`src/rtl/hazard_ctrl_unit.sv`:
```
// Hazard controller for the 5-stage RV32 pipeline: load-use bubbles, redirect flushes
// and multi-cycle MUL/DIV holds, driving IF/ID and ID/EX stall/flush enables and PC hold.
module hazard_ctrl_unit #(
  parameter int REG_ADDR_W      = 5,
  parameter int LOAD_USE_STALLS = 1,
  parameter int MULDIV_CYCLES   = 4
) (
  input  logic                  clk,
  input  logic                  rst_n,
  input  logic [REG_ADDR_W-1:0] id_rs1_address,
  input  logic [REG_ADDR_W-1:0] id_rs2_address,
  input  logic                  id_rs1_used,
  input  logic                  id_rs2_used,
  input  logic [REG_ADDR_W-1:0] ex_rd_address,
  input  logic                  ex_reg_write,
  input  logic                  ex_mem_read,
  input  logic                  ex_muldiv_start,
  input  logic                  ex_branch_taken,
  output logic                  stall_pc,
  output logic                  stall_if_id,
  output logic                  stall_id_ex,
  output logic                  flush_if_id,
  output logic                  flush_id_ex,
  output logic                  muldiv_done,
  output logic                  busy
);

  localparam int CNT_MAX = (LOAD_USE_STALLS > MULDIV_CYCLES) ? LOAD_USE_STALLS : MULDIV_CYCLES;
  localparam int CNT_W   = $clog2(CNT_MAX + 1);
  localparam logic [CNT_W-1:0] LD_INIT = CNT_W'(LOAD_USE_STALLS - 1);
  localparam logic [CNT_W-1:0] MD_INIT = CNT_W'(MULDIV_CYCLES - 2);
  localparam logic [CNT_W-1:0] CNT_ONE = CNT_W'(1);

  typedef enum logic [1:0] {
    IDLE     = 2'd0,
    LD_STALL = 2'd1,
    MD_BUSY  = 2'd2
  } state_t;

  state_t           state, state_next;
  logic [CNT_W-1:0] cnt, cnt_next;
  logic             load_use;
  logic             stall_pc_c, stall_if_id_c, stall_id_ex_c;
  logic             flush_if_id_c, flush_id_ex_c, muldiv_done_c;

  // A load to x0 never produces a value, and unread operands cannot depend on it.
  assign load_use = ex_reg_write & ex_mem_read & (ex_rd_address != '0) &
                    ((id_rs1_used & (id_rs1_address == ex_rd_address)) |
                     (id_rs2_used & (id_rs2_address == ex_rd_address)));

  always_ff @(posedge clk or negedge rst_n) begin
    if (!rst_n) begin
      state <= IDLE;
      cnt   <= '0;
    end else begin
      state <= state_next;
      cnt   <= cnt_next;
    end
  end

  always_comb begin
    state_next    = state;
    cnt_next      = cnt;
    stall_pc_c    = 1'b0;
    stall_if_id_c = 1'b0;
    stall_id_ex_c = 1'b0;
    flush_if_id_c = 1'b0;
    flush_id_ex_c = 1'b0;
    muldiv_done_c = 1'b0;
    case (state)
      IDLE: begin
        // A redirect squashes the ID instruction, so it outranks its load-use hazard.
        if (ex_branch_taken) begin
          flush_if_id_c = 1'b1;
          flush_id_ex_c = 1'b1;
        end else if (ex_muldiv_start) begin
          stall_pc_c    = 1'b1;
          stall_if_id_c = 1'b1;
          stall_id_ex_c = 1'b1;
          cnt_next      = MD_INIT;
          state_next    = MD_BUSY;
        end else if (load_use) begin
          stall_pc_c    = 1'b1;
          stall_if_id_c = 1'b1;
          flush_id_ex_c = 1'b1;
          cnt_next      = LD_INIT;
          state_next    = (LD_INIT != '0) ? LD_STALL : IDLE;
        end
      end
      LD_STALL: begin
        stall_pc_c    = 1'b1;
        stall_if_id_c = 1'b1;
        flush_id_ex_c = 1'b1;
        cnt_next      = cnt - CNT_ONE;
        if (cnt == CNT_ONE) state_next = IDLE;
      end
      MD_BUSY: begin
        if (cnt == '0) begin
          muldiv_done_c = 1'b1;
          state_next    = IDLE;
        end else begin
          stall_pc_c    = 1'b1;
          stall_if_id_c = 1'b1;
          stall_id_ex_c = 1'b1;
          cnt_next      = cnt - CNT_ONE;
        end
      end
      default: begin
        state_next = IDLE;
        cnt_next   = '0;
      end
    endcase
  end

  // Outputs are forced low while reset is held, whatever the inputs do.
  assign stall_pc    = rst_n & stall_pc_c;
  assign stall_if_id = rst_n & stall_if_id_c & ~flush_if_id_c;
  assign stall_id_ex = rst_n & stall_id_ex_c & ~flush_id_ex_c;
  assign flush_if_id = rst_n & flush_if_id_c;
  assign flush_id_ex = rst_n & flush_id_ex_c;
  assign muldiv_done = rst_n & muldiv_done_c;
  assign busy        = rst_n & (state != IDLE);

endmodule

```
`config.mk`:
```
export PLATFORM = sky130hd
export DESIGN_NAME = hazard_ctrl_unit
export DESIGN_NICKNAME = d
export VERILOG_FILES = /design/src/rtl/hazard_ctrl_unit.sv
export SDC_FILE = /design/constraint.sdc
export NUM_CORES = 1
export LEC_CHECK = 0
export ABC_AREA = 1
export ABC_CLOCK_PERIOD_IN_PS = 2100
export BUFFER_PORTS_ARGS = -buffer_cell sky130_fd_sc_hd__clkbuf_2
export CORE_MARGIN = 4
export CORE_UTILIZATION = 25
export CTS_CLUSTER_SIZE = 28
export DETAILED_ROUTE_END_ITERATION = 12
export GPL_TIMING_DRIVEN = 0
export PLACE_DENSITY_LB_ADDON = 0.25
export SYNTH_ARGS = -nofsm -noshare
export SYNTH_HDL_FRONTEND = slang
export SYNTH_SLANG_ARGS = --single-unit
```
`constraint.sdc`:
```
create_clock -name clk -period 2.1 [get_ports clk]
set_input_delay 0.105 -clock clk [delete_from_list [all_inputs] [get_ports clk]]
set_output_delay 0.105 -clock clk [all_outputs]
set_load 0.01 [all_outputs]
```
==> run_results.csv, run 1 <==
group,metric,value,unit
outcome,status,"complete, no violations",
clock_tree,ctsHoldBuffers,1,
sta,period_share,0.788,
setup_path,reg2reg_to,"cnt[2]",
drt,wl_per_cell,8.22,um
sta,max_freq,0.605,GHz
hold_path,worst_hold_path_type,"in -> reg",
sta,setup_violations,0,
sta,tns,0,ns
clock_tree,cts_resized,0,
drt,drt_iter0_drc,8,
finish,final_cell_mix,"nand2_1 (38), clkbuf_2 (29), inv_1 (16), nor2_1 (15), nand3_1 (6)",
setup_path,crit_type,"reg -> out",
finish,num_antenna_cells,0,
power_and_ir_drop,cellLeakagePower,0.486,nW
setup_path,critical_path.top_delay_family,"flip-flops",
clock_tree,cts_tree,"yes",
setup_path,crit_path_end_kind,"output port",
global_route,grt_pass1_wl,2280,um
drt,ant_nets,0,
setup_path,rrSetupSlack,0.78,ns
finish,mostFrequentLayoutCell,"nand2_1",
place,place_congestion,0.856,
sta,hold_violations,0,
clock_tree,cts_buffer_depth,2,
sta,fin_worst_skew,0.00205,ns
synthesis,syn-num-nets,123,
synthesis,synth_top_area_share,0.275,
power_and_ir_drop,total_power,0.612,mW
drt,vias,634,
drt,routed_wl,1300,um
floorplanning,dieArea,0.00286,mm2
drt,firstDrtPassIters,4,
setup_path,r2r_cells,8,
setup_path,path_buf_inv,2,
clock_tree,clockRootBuffer,"clkbuf_4",
synthesis,ys.warnings.count,0,
synthesis,yosys-top-cells-area,"nand2_1 (28%), dfrtp_1 (19%), inv_1 (12%)",
place,post_dp_cell_area,697,um2
place,port_buffers,29,
synthesis,ys_ff_latch,4,
setup_path,start_kind,"flop",
sta,slew_viol_final,0,
setup_path,path_cells,"inv_1 -> ha_1 -> nand2_1 -> nor2_1 -> a21oi_2 -> nand2_4 -> nor2_1 -> clkbuf_2",
run,max_cap_viol_count,0,
synthesis,yosysSeqAreaShare,0.193,
clock_tree,cts.sinks,4,
synthesis,ys_types,15,
synthesis,syn_area,518,um2
floorplanning,fp.dieW,53.5,um
global_route,antenna_found_initial,0,
drt,vias_per_cell,4.01,
power_and_ir_drop,pwr_density_cell,839,mW/mm2
setup_path,required,2.00,ns
setup_path,crit_top_cell,"nor2_1",
setup_path,cpPeakStageDelay,0.36,ns
sta,relSlewSlack,0.824,
finish,layout.nets,158,
finish,final_cell_area,729,um2
setup_path,crit_end,"stall_if_id",
sta,fin_crit,1.65,ns
setup_path,path_max_fanout,5,
setup_path,r2r_start,"cnt[0]",
clock_tree,htreeDepth,1,
global_route,grt_usage,0.112,
finish,synthToLayoutAreaGrowth,40.8,%
sta,tightest_slew,0.264,ns
floorplanning,rows,16,
global_route,grt-ovfl-total,0,
clock_tree,cts_setup_buffers,0,
place,dpl.hpwl,1200,um
floorplanning,io-pin-count,30,
sta,rsz0062_at_grt,"false",
sta,hold_slack,0.206,ns
finish,drive_gt1_frac,0.313,
setup_path,startpoint,"cnt[0]",
global_route,grt_start_max_net_pins,8,
synthesis,yosysTopAreaCell,"nand2_1",
synthesis,postSynthAreaPerCell,5.29,um2
setup_path,cp.depth,8,
floorplanning,die_h,53.5,um
synthesis,synthCells,98,
clock_tree,clk_pin_slew,0.04,ns
global_route,grt_pass1_vias,600,
drt,drc,0,
floorplanning,coreArea,0.00196,mm2
floorplanning,initial_core_util,0.264,
clock_tree,numCtsBuffers,3,
setup_path,arrival,1.55,ns
clock_tree,clock_latency,0.23,ns
setup_path,slowest_stage,"dfrtp_1",
power_and_ir_drop,peakVddDrop,369,uV
## sequential cells by signal, summed over array words and instances (netlist names)
name,flops
cnt,3
state,1
## synthesized netlist by cell type (all sizes together)
cell,instances
nand4,1
ha,2
nor2,16
nor3,3
nand2,41
dfrtp,4
inv,20
xnor2,1
a21oi,4
nand3,6
## metal layers
layer | wire (um) | vias up | global-route usage
met5 | 0 | - | 0
met4 | 0 | 0 | 0.0511
li1 | - | 359 | -
met3 | 74 | 0 | 0.0423
met1 | 636 | 260 | 0.139
met2 | 588 | 15 | 0.171
## worst register-to-register path, cell delays in order (launching register included)
cell and delay (ns):
dfrtp_1 0.36, inv_1 0.07, ha_1 0.19, nand2_1 0.08, nor2_1 0.07, a21oi_2 0.24
nand2_4 0.09, nand2_1 0.06, nand2_1 0.05
## cell families after synthesis
family	synth area share
adders and majority gates	0.0483
DFF	0.193
buffers and inverters	0.145
AOI/OAI and AO/OA	0.0459
and+or+nand+nor	0.551
xor gates and xnor gates	0.0169
## report_power, final
part	total [mW]	switching, mW	internal [mW]
combinational	0.369	0.218	0.151
clock	0.0919	0.0282	0.0637
sequential	0.151	0.0358	0.115
total	0.612	0.282	0.330
## worst min-delay path by stage
stage / from / to / slack [ns] / depth (start not counted)
2_1_floorplan: rst_n / cnt[0] / -0.19 / 0
3_3_place_gp: rst_n / cnt[0] / -0.06 / 1
3_5_place_dp: rst_n / cnt[2] / -0.06 / 1
4_1_cts: ex_muldiv_start / state[1] / 0.20 / 3
5_1_grt: ex_muldiv_start / state[1] / 0.21 / 3
6_report: ex_muldiv_start / state[1] / 0.21 / 3
## metrics by stage
step	setup WS [ns]	utilization	instances
after CTS	0.418	0.372	158
after floorplan	0.829	-	98
final	0.446	0.372	158
after global routing	0.253	0.372	158
after global placement	0.680	0.355	154
after detailed placement	0.677	0.355	154
## final cells by class
type	instances	area, um2
Clock buffer	3	22.5
Fill cell	245	1230
Inverter	20	75.1
Multi-Input combinational cell	74	343
Sequential cell	4	100
Tap cell	27	33.8
Timing Repair Buffer	30	155
No activity file was read; power rests on OpenSTA's default activity.
==> run 2, diff against run 1 <==
ABC_CLOCK_PERIOD_IN_PS = 1480   (was 2100)
clock period = 1.48 ns   (was 2.1 ns; I/O delays follow)
==> run 2 against run 1 <==
  * Total power increased by 110%
  * Clock skew about the same
  * Flip-flop and latch count unchanged
  * Global-route usage increased by 1.2 points
  * Worst setup slack got worse by 0.43 ns
  * Non-clock buffer count increased by 9
  * Cell count increased by 5.7%
  * Critical path type unchanged
==> run_results.csv, run 2 (same netlist as run 1, synthesis figures left out) <==
group,metric,value,unit
finish,final_cells,167,
power_and_ir_drop,cellLeakagePower,0.540,nW
place,place_congestion,0.856,
sta,hold_violations,0,
setup_path,r2r_cells,10,
setup_path,rrSetupSlack,0.06,ns
finish,largest_register_ffs,3,
drt,drt_iter0_drc,10,
hold_path,whs_endpoint,"state[1]",
setup_path,r2r_start,"cnt[0]",
finish,synthToLayoutAreaGrowth,65.5,%
floorplanning,rows,16,
power_and_ir_drop,peakVddDrop,600,uV
outcome,status,"complete, no violations",
drt,firstDrtPassIters,4,
power_and_ir_drop,pwr_density_cell,1470,mW/mm2
global_route,grt_usage,0.124,
finish,final_cell_area,857,um2
clock_tree,cts_buffer_depth,2,
hold_path,worst_hold_path_type,"in -> reg",
clock_tree,clk_pin_slew,0.04,ns
clock_tree,htreeDepth,1,
sta,period_share,0.988,
floorplanning,die_h,53.5,um
setup_path,crit_type,"reg -> out",
global_route,grt-ovfl-total,0,
sta,tightest_slew,0.278,ns
finish,final_cell_mix,"nand2_1 (37), clkbuf_2 (26), inv_1 (14), nor2_1 (12), buf_4 (9)",
setup_path,start_kind,"flop",
floorplanning,io-pin-count,30,
global_route,antenna_found_initial,0,
place,dpl.hpwl,1200,um
setup_path,path_max_fanout,3,
floorplanning,fp.dieW,53.5,um
sta,tns,0,ns
sta,slew_viol_final,0,
clock_tree,clockRootBuffer,"clkbuf_4",
finish,top_regs,"cnt x3, state x1",
setup_path,required,1.41,ns
finish,seq_area,100,um2
drt,ant_nets,0,
setup_path,crit_path_end_kind,"output port",
floorplanning,initial_core_util,0.264,
finish,largest-register,"cnt",
global_route,grt_pass1_wl,2530,um
sta,relSlewSlack,0.815,
finish,drive_gt1_frac,0.421,
hold_path,hold_depth,3,
clock_tree,clock_latency,0.23,ns
sta,fin_worst_skew,0.00184,ns
run,max_cap_viol_count,0,
finish,fill_cells,230,
clock_tree,cts.sinks,4,
setup_path,arrival,1.39,ns
setup_path,reg2reg_to,"cnt[2]",
sta,fin_crit,1.46,ns
hold_path,min_from,"ex_muldiv_start",
drt,drc,0,
finish,layout.nets,167,
clock_tree,cts_tree,"yes",
finish,num_antenna_cells,0,
sta,max_freq,0.684,GHz
drt,routed_wl,1590,um
floorplanning,dieArea,0.00286,mm2
global_route,grt_pass1_vias,674,
sta,rsz0062_at_grt,"true",
drt,wl_per_cell,9.54,um
finish,multi_input_area,403,um2
finish,mostFrequentLayoutCell,"nand2_1",
place,place_inst,154,
floorplanning,coreArea,0.00196,mm2
drt,vias_per_cell,4.16,
place,port_buffers,29,
sta,setup_violations,0,
clock_tree,numCtsBuffers,3,
place,post_dp_cell_area,697,um2
global_route,grt_start_max_net_pins,8,
drt,vias,695,
power_and_ir_drop,total_power,1.26,mW
run 2: changes by cell type in the layout (fill, tap and decap cells not counted), sizes merged:
| cell | previous run | this run |
|---|---|---|
| buf | 0 | 12 |
| clkbuf | 32 | 29 |
run 2: what timing repair did:
action                                  in CTS  in global routing
buffers inserted                             8                  2
hold buffers                                 1                  0
endpoints found under the hold margin        4                  0
gates cloned                                 0                  0
endpoints found under the setup margin       2                  4
pin swaps                                    5                  9
gates resized for setup                      6                 11
run 2: where the power goes:
group | total [mW] | internal (mW) | switching [mW]
Combinational | 0.891 | 0.445 | 0.446
Clock | 0.130 | 0.0904 | 0.0399
Sequential | 0.235 | 0.163 | 0.0720
run 2: stage by stage:
| step | setup WS, ns | hold WS [ns] | util |
|---|---|---|---|
| final | 0.0177 | 0.188 | 0.437 |
| after global routing | -0.0934 | 0.194 | 0.437 |
| after CTS | -0.00403 | 0.173 | 0.408 |
| after detailed placement | 0.0883 | -0.0889 | 0.355 |
| after global placement | 0.0913 | -0.0924 | 0.355 |
| after floorplan | 0.240 | -0.222 | - |
run 2: cell type report:
type	instances	area share
sequential	4	0.117
inverter	20	0.0876
multi-input combinational	74	0.470
timing repair buffer	39	0.260
clock buffer	3	0.0263
tap	27	0.0394
run 2: how the worst max path moves through the flow:
stage / start / end / slack [ns] / cells after the start
floorplan: cnt[0] / stall_if_id / 0.24 / 7
global placement: cnt[0] / stall_if_id / 0.09 / 8
detailed placement: cnt[0] / stall_pc / 0.09 / 8
CTS: cnt[0] / cnt[2] / -0.004 / 10
global route: cnt[1] / stall_if_id / -0.09 / 8
finish: cnt[0] / stall_if_id / 0.02 / 8
run 2: routing by layer:
metal	up-vias	track usage	share of wire
met5	-	0	0
met4	0	0.0766	0.0088
met3	2	0.0479	0.050
met2	19	0.196	0.50
met1	297	0.140	0.44
li1	377	-	-
run 2: worst max-delay path, stage by stage, from the launching register on:
cell	delay (ns)
dfrtp_1	0.35
inv_2	0.06
ha_4	0.16
nand2_4	0.07
nor2_4	0.04
a21oi_4	0.17
nand2_4	0.08
nor2_2	0.09
buf_2	0.13
